**src/rtl/m_shlseq_if.sv**
```systemverilog
// Handshake and datapath bundle between the shift sequencer and its ALU/requester.
interface m_shlseq_if #(
  parameter int unsigned ALUWIDTH = 8,
  parameter int unsigned SHW      = 5
);
  logic                start;
  logic [1:0]          op;
  logic [SHW-1:0]      shamt;
  logic                abort;
  logic [ALUWIDTH-1:0] B;
  logic [ALUWIDTH-1:0] opq;
  logic                dones;
  logic                sa06;
  logic                sa05;
  logic                sa04;
  logic                alu_carryin;
  logic                busy;
  logic                done;

  // Sequencer side
  modport slave (
    input  start, op, shamt, abort, B,
    output opq, dones, sa06, sa05, sa04, alu_carryin, busy, done
  );

  // Requester / ALU side
  modport master (
    output start, op, shamt, abort, B,
    input  opq, dones, sa06, sa05, sa04, alu_carryin, busy, done
  );
endinterface

```
**src/rtl/m_shlseq.sv**
```systemverilog
// Multi-cycle shift sequencer: drives m_alu with PASSD/SHLQ micro-ops and
// captures B back into the shift-operand register each cycle.
module m_shlseq #(
  parameter int unsigned ALUWIDTH = 8,
  parameter int unsigned SHW      = 5
) (
  input  logic        CLK_I,
  input  logic        RST_I,
  m_shlseq_if.slave   bus
);

  localparam int unsigned OPW = 2;
  localparam logic [OPW-1:0] OP_SHL  = 2'b00;
  localparam logic [OPW-1:0] OP_ROL  = 2'b01;
  localparam logic [OPW-1:0] OP_SHL1 = 2'b10;
  localparam logic [OPW-1:0] OP_LOAD = 2'b11;

  typedef enum logic [1:0] {
    S_IDLE  = 2'd0,
    S_LOAD  = 2'd1,
    S_SHIFT = 2'd2,
    S_DONE  = 2'd3
  } state_t;

  state_t              state_q;
  logic [ALUWIDTH-1:0] opq_q;
  logic [SHW-1:0]      cnt_q;
  logic [OPW-1:0]      opr_q;
  logic                accept;

  // A new request is taken only from IDLE/DONE, and abort always wins.
  assign accept = bus.start & ~bus.abort;

  // Sequencer state, shift register, step counter and latched opcode.
  always_ff @(posedge CLK_I) begin
    if (RST_I) begin
      state_q <= S_IDLE;
      opq_q   <= '0;
      cnt_q   <= '0;
      opr_q   <= OP_SHL;
    end else begin
      case (state_q)
        S_IDLE, S_DONE: begin
          if (accept) begin
            state_q <= S_LOAD;
            opr_q   <= bus.op;
            cnt_q   <= bus.shamt;
          end else begin
            state_q <= S_IDLE;
          end
        end
        S_LOAD: begin
          if (bus.abort) begin
            state_q <= S_IDLE;
          end else begin
            opq_q <= bus.B;
            if ((cnt_q == '0) || (opr_q == OP_LOAD)) begin
              state_q <= S_DONE;
            end else begin
              state_q <= S_SHIFT;
            end
          end
        end
        S_SHIFT: begin
          if (bus.abort) begin
            state_q <= S_IDLE;
          end else begin
            opq_q <= bus.B;
            cnt_q <= cnt_q - SHW'(1);
            if (cnt_q == SHW'(1)) begin
              state_q <= S_DONE;
            end
          end
        end
        default: state_q <= S_IDLE;
      endcase
    end
  end

  // Micro-op and status decode from the registered state and opcode only.
  always_comb begin
    bus.sa06        = 1'b0;
    bus.sa05        = 1'b0;
    bus.sa04        = 1'b1;
    bus.dones       = 1'b0;
    bus.alu_carryin = 1'b0;
    bus.busy        = 1'b0;
    bus.done        = 1'b0;
    case (state_q)
      S_LOAD: begin
        bus.busy = 1'b1;
      end
      S_SHIFT: begin
        bus.sa06  = 1'b1;
        bus.busy  = 1'b1;
        bus.dones = 1'b1;
        case (opr_q)
          OP_ROL:  bus.alu_carryin = opq_q[ALUWIDTH-1];
          OP_SHL1: bus.alu_carryin = 1'b1;
          default: bus.alu_carryin = 1'b0;
        endcase
      end
      S_DONE: begin
        bus.done = 1'b1;
      end
      default: ;
    endcase
  end

  assign bus.opq = opq_q;

endmodule

```
**src/flat_wrapper.sv**
```systemverilog
// flat-port wrapper written by rule: the top's interface ports become plain ports
module m_shlseq_flat 
#(
  parameter int unsigned ALUWIDTH = 8,
  parameter int unsigned SHW      = 5
)
  (CLK_I, RST_I, bus_start, bus_op, bus_shamt, bus_abort, bus_B, bus_opq, bus_dones, bus_sa06, bus_sa05, bus_sa04, bus_alu_carryin, bus_busy, bus_done);
  m_shlseq_if #(.ALUWIDTH(ALUWIDTH), .SHW(SHW)) bus_i ();
  input  logic CLK_I;
  input  logic RST_I;
  input wire logic [$bits(bus_i.start)-1:0] bus_start;
  input wire logic [$bits(bus_i.op)-1:0] bus_op;
  input wire logic [$bits(bus_i.shamt)-1:0] bus_shamt;
  input wire logic [$bits(bus_i.abort)-1:0] bus_abort;
  input wire logic [$bits(bus_i.B)-1:0] bus_B;
  output wire logic [$bits(bus_i.opq)-1:0] bus_opq;
  output wire logic [$bits(bus_i.dones)-1:0] bus_dones;
  output wire logic [$bits(bus_i.sa06)-1:0] bus_sa06;
  output wire logic [$bits(bus_i.sa05)-1:0] bus_sa05;
  output wire logic [$bits(bus_i.sa04)-1:0] bus_sa04;
  output wire logic [$bits(bus_i.alu_carryin)-1:0] bus_alu_carryin;
  output wire logic [$bits(bus_i.busy)-1:0] bus_busy;
  output wire logic [$bits(bus_i.done)-1:0] bus_done;
  assign bus_i.start = bus_start;
  assign bus_i.op = bus_op;
  assign bus_i.shamt = bus_shamt;
  assign bus_i.abort = bus_abort;
  assign bus_i.B = bus_B;
  assign bus_opq = bus_i.opq;
  assign bus_dones = bus_i.dones;
  assign bus_sa06 = bus_i.sa06;
  assign bus_sa05 = bus_i.sa05;
  assign bus_sa04 = bus_i.sa04;
  assign bus_alu_carryin = bus_i.alu_carryin;
  assign bus_busy = bus_i.busy;
  assign bus_done = bus_i.done;
  m_shlseq #(.ALUWIDTH(ALUWIDTH), .SHW(SHW)) u_core (.CLK_I(CLK_I), .RST_I(RST_I), .bus(bus_i));
endmodule
```
**config.mk**
```make
export PLATFORM = sky130hd
export DESIGN_NAME = m_shlseq_flat
export DESIGN_NICKNAME = d
export VERILOG_FILES = /design/src/rtl/m_shlseq_if.sv /design/src/rtl/m_shlseq.sv /design/src/flat_wrapper.sv
export SDC_FILE = /design/constraint.sdc
export NUM_CORES = 1
export LEC_CHECK = 0
export BUFFER_PORTS_ARGS = -buffer_cell sky130_fd_sc_hd__buf_2
export CORE_AREA = 2 2 43 61
export DETAILED_ROUTE_END_ITERATION = 10
export DIE_AREA = 0 0 45 63
export PLACE_DENSITY = 0.68
export SLEW_MARGIN = 20
export SYNTH_ARGS = -nofsm -noshare
export SYNTH_HDL_FRONTEND = slang
export SYNTH_SLANG_ARGS = --single-unit
```
**constraint.sdc**
```tcl
create_clock -name CLK_I -period 1.9 [get_ports CLK_I]
set_input_delay 0.19 -clock CLK_I [delete_from_list [all_inputs] [get_ports CLK_I]]
set_output_delay 0.19 -clock CLK_I [all_outputs]
set_load 0.01 [all_outputs]
```
**Word level (Yosys, flattened, before mapping)**

Cells that the tools add are included.

- Bits in registers: 17
- Bits of input ports: 19
- Output and inout port bits: 15
- Word-level logic and storage cells: 40

- $add $sub $neg: 1
- Eq/ne operators: 10
- Multiplexer cells: 14
- Bitwise gates (word level): 2
- Reductions and logical operators: 9

Operators by type and width:

| operator | number |
|---|---|
| 2-to-1 mux 5 bit | 2 |
| one-hot mux 5 bit (2 select lines) | 1 |
| == test 2 bit, second input constant | 4 |
| 2-to-1 mux 1 bit | 6 |
| 2-to-1 mux 2 bit | 3 |
| one-hot mux 2 bit (3 select lines) | 1 |
| == test 5 x 1 -> 1 bit, second input constant | 1 |
| logical NOT 5 bit | 1 |
| subtractor 5 x 1 -> 5 bit, second input constant | 1 |
| == test 2 x 1 -> 1 bit, second input constant | 2 |
| AND reduction 2 bit | 2 |
| OR reduction 2 bit | 2 |
| != test 3 x 2 -> 1 bit, second input constant | 1 |
| AND reduction 3 bit | 1 |
| logical NOT 2 bit | 1 |
| != test 2 x 1 -> 1 bit, second input constant | 1 |
| != test 2 bit, second input constant | 1 |
| one-hot mux 1 bit (2 select lines) | 1 |
| nonzero test 2 bit | 1 |
| AND 1 bit | 1 |
| logical OR 1 bit | 1 |
| inverter 1 bit | 1 |

**Logic depth before layout (Yosys ltp)**

- Depth after elaboration: 5
- Mapped depth: 6
- Gate-level depth less buffers: 5

**Worst setup path after synthesis**

No wires, ideal clock.

- Path type: register -> register
- Start point: register u_core.state_q[0]
- End point: register u_core.cnt_q[0]
- Setup time: 0.122 ns
- Arrival time: 1.493 ns
- Required time: 1.778 ns
- Path slack: 0.286 ns
- Stages on the path, launching flop included: 6
- Path buffers: 0
- Clock period less this slack: 1.614 ns
- Path through: dfxtp_1 > inv_1 > ha_1 > mux2i_1 > or2_4 > o311a_1

- Word-level cells in the longest chain between the ends: 4
- Elaborated cells on any way between the ends: 9
- Those cells by class: 4 x eq/ne; 1 x mux; 4 x reduce/logical

RTL lines:

| what | RTL line | source |
|---|---|---|
| start, declared | m_shlseq.sv:25 | `state_t state_q;` |
| start signal, assigned | m_shlseq.sv:37 | `state_q <= S_IDLE;` |
| start signal, assigned | m_shlseq.sv:45 | `state_q <= S_LOAD;` |
| start signal, assigned | m_shlseq.sv:49 | `state_q <= S_IDLE;` |
| == test 2 bit or logical NOT 2 bit (tied branches) | m_shlseq.sv:42 | `case (state_q)` |
| OR reduction 2 bit | m_shlseq.sv:42 |  |
| != test 2 x 1 -> 1 bit (no source line) or nonzero test 2 bit (tied branches) | - |  |
| AND reduction 3 bit (no source line) | - |  |
| end signal, assigned | m_shlseq.sv:47 | `cnt_q <= bus.shamt;` |
| end signal, assigned | m_shlseq.sv:69 | `cnt_q <= cnt_q - SHW'(1);` |
| end, declared | m_shlseq.sv:27 | `logic [SHW-1:0] cnt_q;` |

Parallel ways exist; a longest one is shown, timed or not.
A chain may end at the register's enable or synchronous reset.

**Worst setup path in the final report**

- Start point: register u_core.state_q[0]
- End point: output port bus_alu_carryin

- Word-level cells in the longest chain between the ends: 2

RTL lines:

| what | RTL line | source |
|---|---|---|
| == test 2 bit | m_shlseq.sv:89 | `case (state_q)` |
| 2-to-1 mux 1 bit | m_shlseq.sv:89 |  |
| end, declared | flat_wrapper.sv:21 | `output wire logic [$bits(bus_i.alu_carryin)-1:0] bus_alu_carryin;` |

No other way between the ends.

==> flow_summary.json <==
{
  "clk_pin_slew_ns": 0.10,
  "nNetsFinal": 176,
  "async_flop_share_pct": 0,
  "fill_cells": 238,
  "cp_slowest_stage_delay_ns": 0.35,
  "finClkSkew_ns": 0.00392,
  "finalCriticalPeriod_ns": 1.73,
  "wire_per_inst_um": 13.0,
  "gp_congestion": 0.820,
  "grt_first_pass_wirelength_um": 3880,
  "die_w_um": 45,
  "fin_crit_sh_pct": 90.8,
  "critical_path.cell_chain": "inv_1 -> ha_4 -> buf_4 -> inv_1 -> nor3_1 -> buf_2",
  "synthTopCellsByArea": "dfxtp_1, ha_1, a21oi_1, nand2_1, o21ai_0",
  "synth-warning-count": 0,
  "cts_max_path_buffers": 2,
  "ioPinCount": 34,
  "rsz0062_at_grt": "false",
  "critPathCaptureType": "output pin",
  "post_cts_buffers": 0,
  "setup_slack_ns": 0.175,
  "cpMaxStageDelayCell": "dfxtp_1",
  "drt_first_pass_iters": 4,
  "drv_slew": 0,
  "power.leakage_uw": 0.000540,
  "min-delay-start": "bus_B[2]",
  "ys_types": 37,
  "yosysSeqAreaShare_pct": 33.8,
  "cts_tree": "done",
  "critPathBufInv": 4,
  "synth_seq_cells": 17,
  "reg2reg_from": "u_core.state_q[0]",
  "numPortBuffers": 31,
  "crit_start": "u_core.state_q[0]",
  "fin_util_pct": 51.3,
  "antenna_cells": 0,
  "crit_family": "buffers and inverters",
  "clk-insertion-delay-late_ns": 0.28,
  "finalHoldViolations": 0,
  "ant_nets": 0,
  "track_usage_pct": 17.4,
  "htree_levels": 1,
  "post-dp-hpwl_um": 1690,
  "antenna_found_initial": 0,
  "start_kind": "flop",
  "finalSetupViolations": 0,
  "status": "complete, no violations",
  "synth_top_flop_cell": "dfxtp_1",
  "wl_um": 2210,
  "crit_type": "reg2out",
  "preCtsSetupSlack_ns": 0.217,
  "via_per_inst": 5.48,
  "synth_area_um2": 1010,
  "max_freq_mhz": 580,
  "rows": 21,
  "hold_class": "in2reg",
  "core_area_um2": 2310,
  "start_util_pct": 43.5,
  "synth_nets": 147,
  "synth-edff-count": 0,
  "cp_max_fo": 10,
  "design_area_um2": 1190,
  "drc": 0,
  "maxCapViolCount": 0,
  "clkSinkCount": 17,
  "multiInputGateArea_um2": 576,
  "fin_tns_setup_ns": 0,
  "grt_max_degree": 19,
  "worstPathRequired_ns": 1.71,
  "vias": 932,
  "cts_buffers": 3,
  "drt_iter0_markers": 12,
  "grt_overflow_total": 0,
  "synth_top_area_share_pct": 33.8,
  "dieArea_um2": 2840,
  "area_growth_pct": 17.9,
  "cts-root-buf": "clkbuf_4",
  "ir_drop_mv": 0.380,
  "synth_top_cell_by_area": "dfxtp_1",
  "register_area_um2": 340,
  "crit_arrival_ns": 1.54,
  "syn_avg_cell_area_um2": 8.45,
  "drive_above_1_share_pct": 27.9,
  "grt_pass1_vias": 877,
  "hold_buffers": 0,
  "syn_inst": 119,
  "p_per_area_nw_per_um2": 572,
  "dpl_cell_area_um2": 1150,
  "crit_top_cell": "inv_1",
  "die_h_um": 63
}
==> stage by stage <==
| step | instances | hold WS [ns] | power (µW) |
|---|---|---|---|
| 2_1_floorplan | 119 | 0.326 | 463 |
| 3_3_place_gp | 166 | 0.426 | 494 |
| 3_5_place_dp | 166 | 0.438 | 497 |
| 4_1_cts | 170 | 0.127 | 686 |
| 5_1_grt | 170 | 0.125 | 727 |
| 6_report | 170 | 0.135 | 678 |
==> layout make-up <==
class                      count  share of cell area, %
tap                           23                   2.43
multi-input combinational     82                   48.5
inverter                      10                   3.16
clock buffer                   4                   2.22
sequential                    17                   28.7
timing repair buffer          34                   15.0
==> cell usage in the layout (no fill, tap or decap), drive strengths merged, types with 4 or more instances in the layout <==
master,instances
o21ai,8
a21oi,10
nor2,4
nand2,11
nor2b,5
buf,34
ha,9
inv,10
dfxtp,17
clkbuf,4
==> kinds of logic after synthesis <==
logic type / synth area share [%]
mux: 2.99
flops: 33.8
simple gates: 18.0
buf+inv: 10.2
fa+ha+maj: 11.2
compound gates: 23.0
other cells: 0.747
==> cell usage after synthesis (all sizes together) (3+ instances only) <==
library cell / instances
o21ai: 8
inv: 10
ha: 9
o311ai: 3
nor3: 3
a21oi: 10
clkbuf: 3
nor2: 4
nand2: 11
nor2b: 5
o31ai: 3
buf: 7
mux2i: 3
dfxtp: 17
==> timing repair <==
action | in CTS | in global routing
gates resized for setup | 0 | 2
setup endpoints to repair | 0 | 1
hold endpoints to repair | 0 | 0
==> report_power, final <==
part           internal [µW]  switching (µW)  leakage [µW]
clock network           81.3             107     0.0000150
registers                369            12.6      0.000138
logic                   51.2            57.5      0.000387
==> path summary, 6_finish.rpt <==
check / cells after the start / slack, ns / end
setup / recovery: 6 / 0.17 / bus_alu_carryin
setup reg to reg: 5 / 0.23 / u_core.cnt_q[0]
hold / removal: 3 / 0.14 / u_core.bus.opq[2]
hold reg to reg: 2 / 0.49 / u_core.bus.opq[4]
==> flip-flops by register name, indices dropped and copies added, names as in the netlist <==
signal,count
u_core.cnt_q,5
u_core.state_q,2
u_core.bus.opq,8
u_core.opr_q,2
==> worst reg2reg max path, stage by stage, from the launching register on <==
cell and delay [ns]:
dfxtp_1 0.40, inv_1 0.10, ha_4 0.25, mux2i_1 0.20, or2_4 0.30, o311a_1 0.33
==> routing by layer <==
layer / GRT usage [%] / routed length [µm] / vias to the layer above
met5: 0 / 0 / -
met4: 4.41 / 12 / 0
met3: 1.73 / 88 / 2
met2: 28.7 / 1110 / 22
met1: 23.5 / 1000 / 438
li1: - / - / 470
Power figures use the tool's default switching activity.
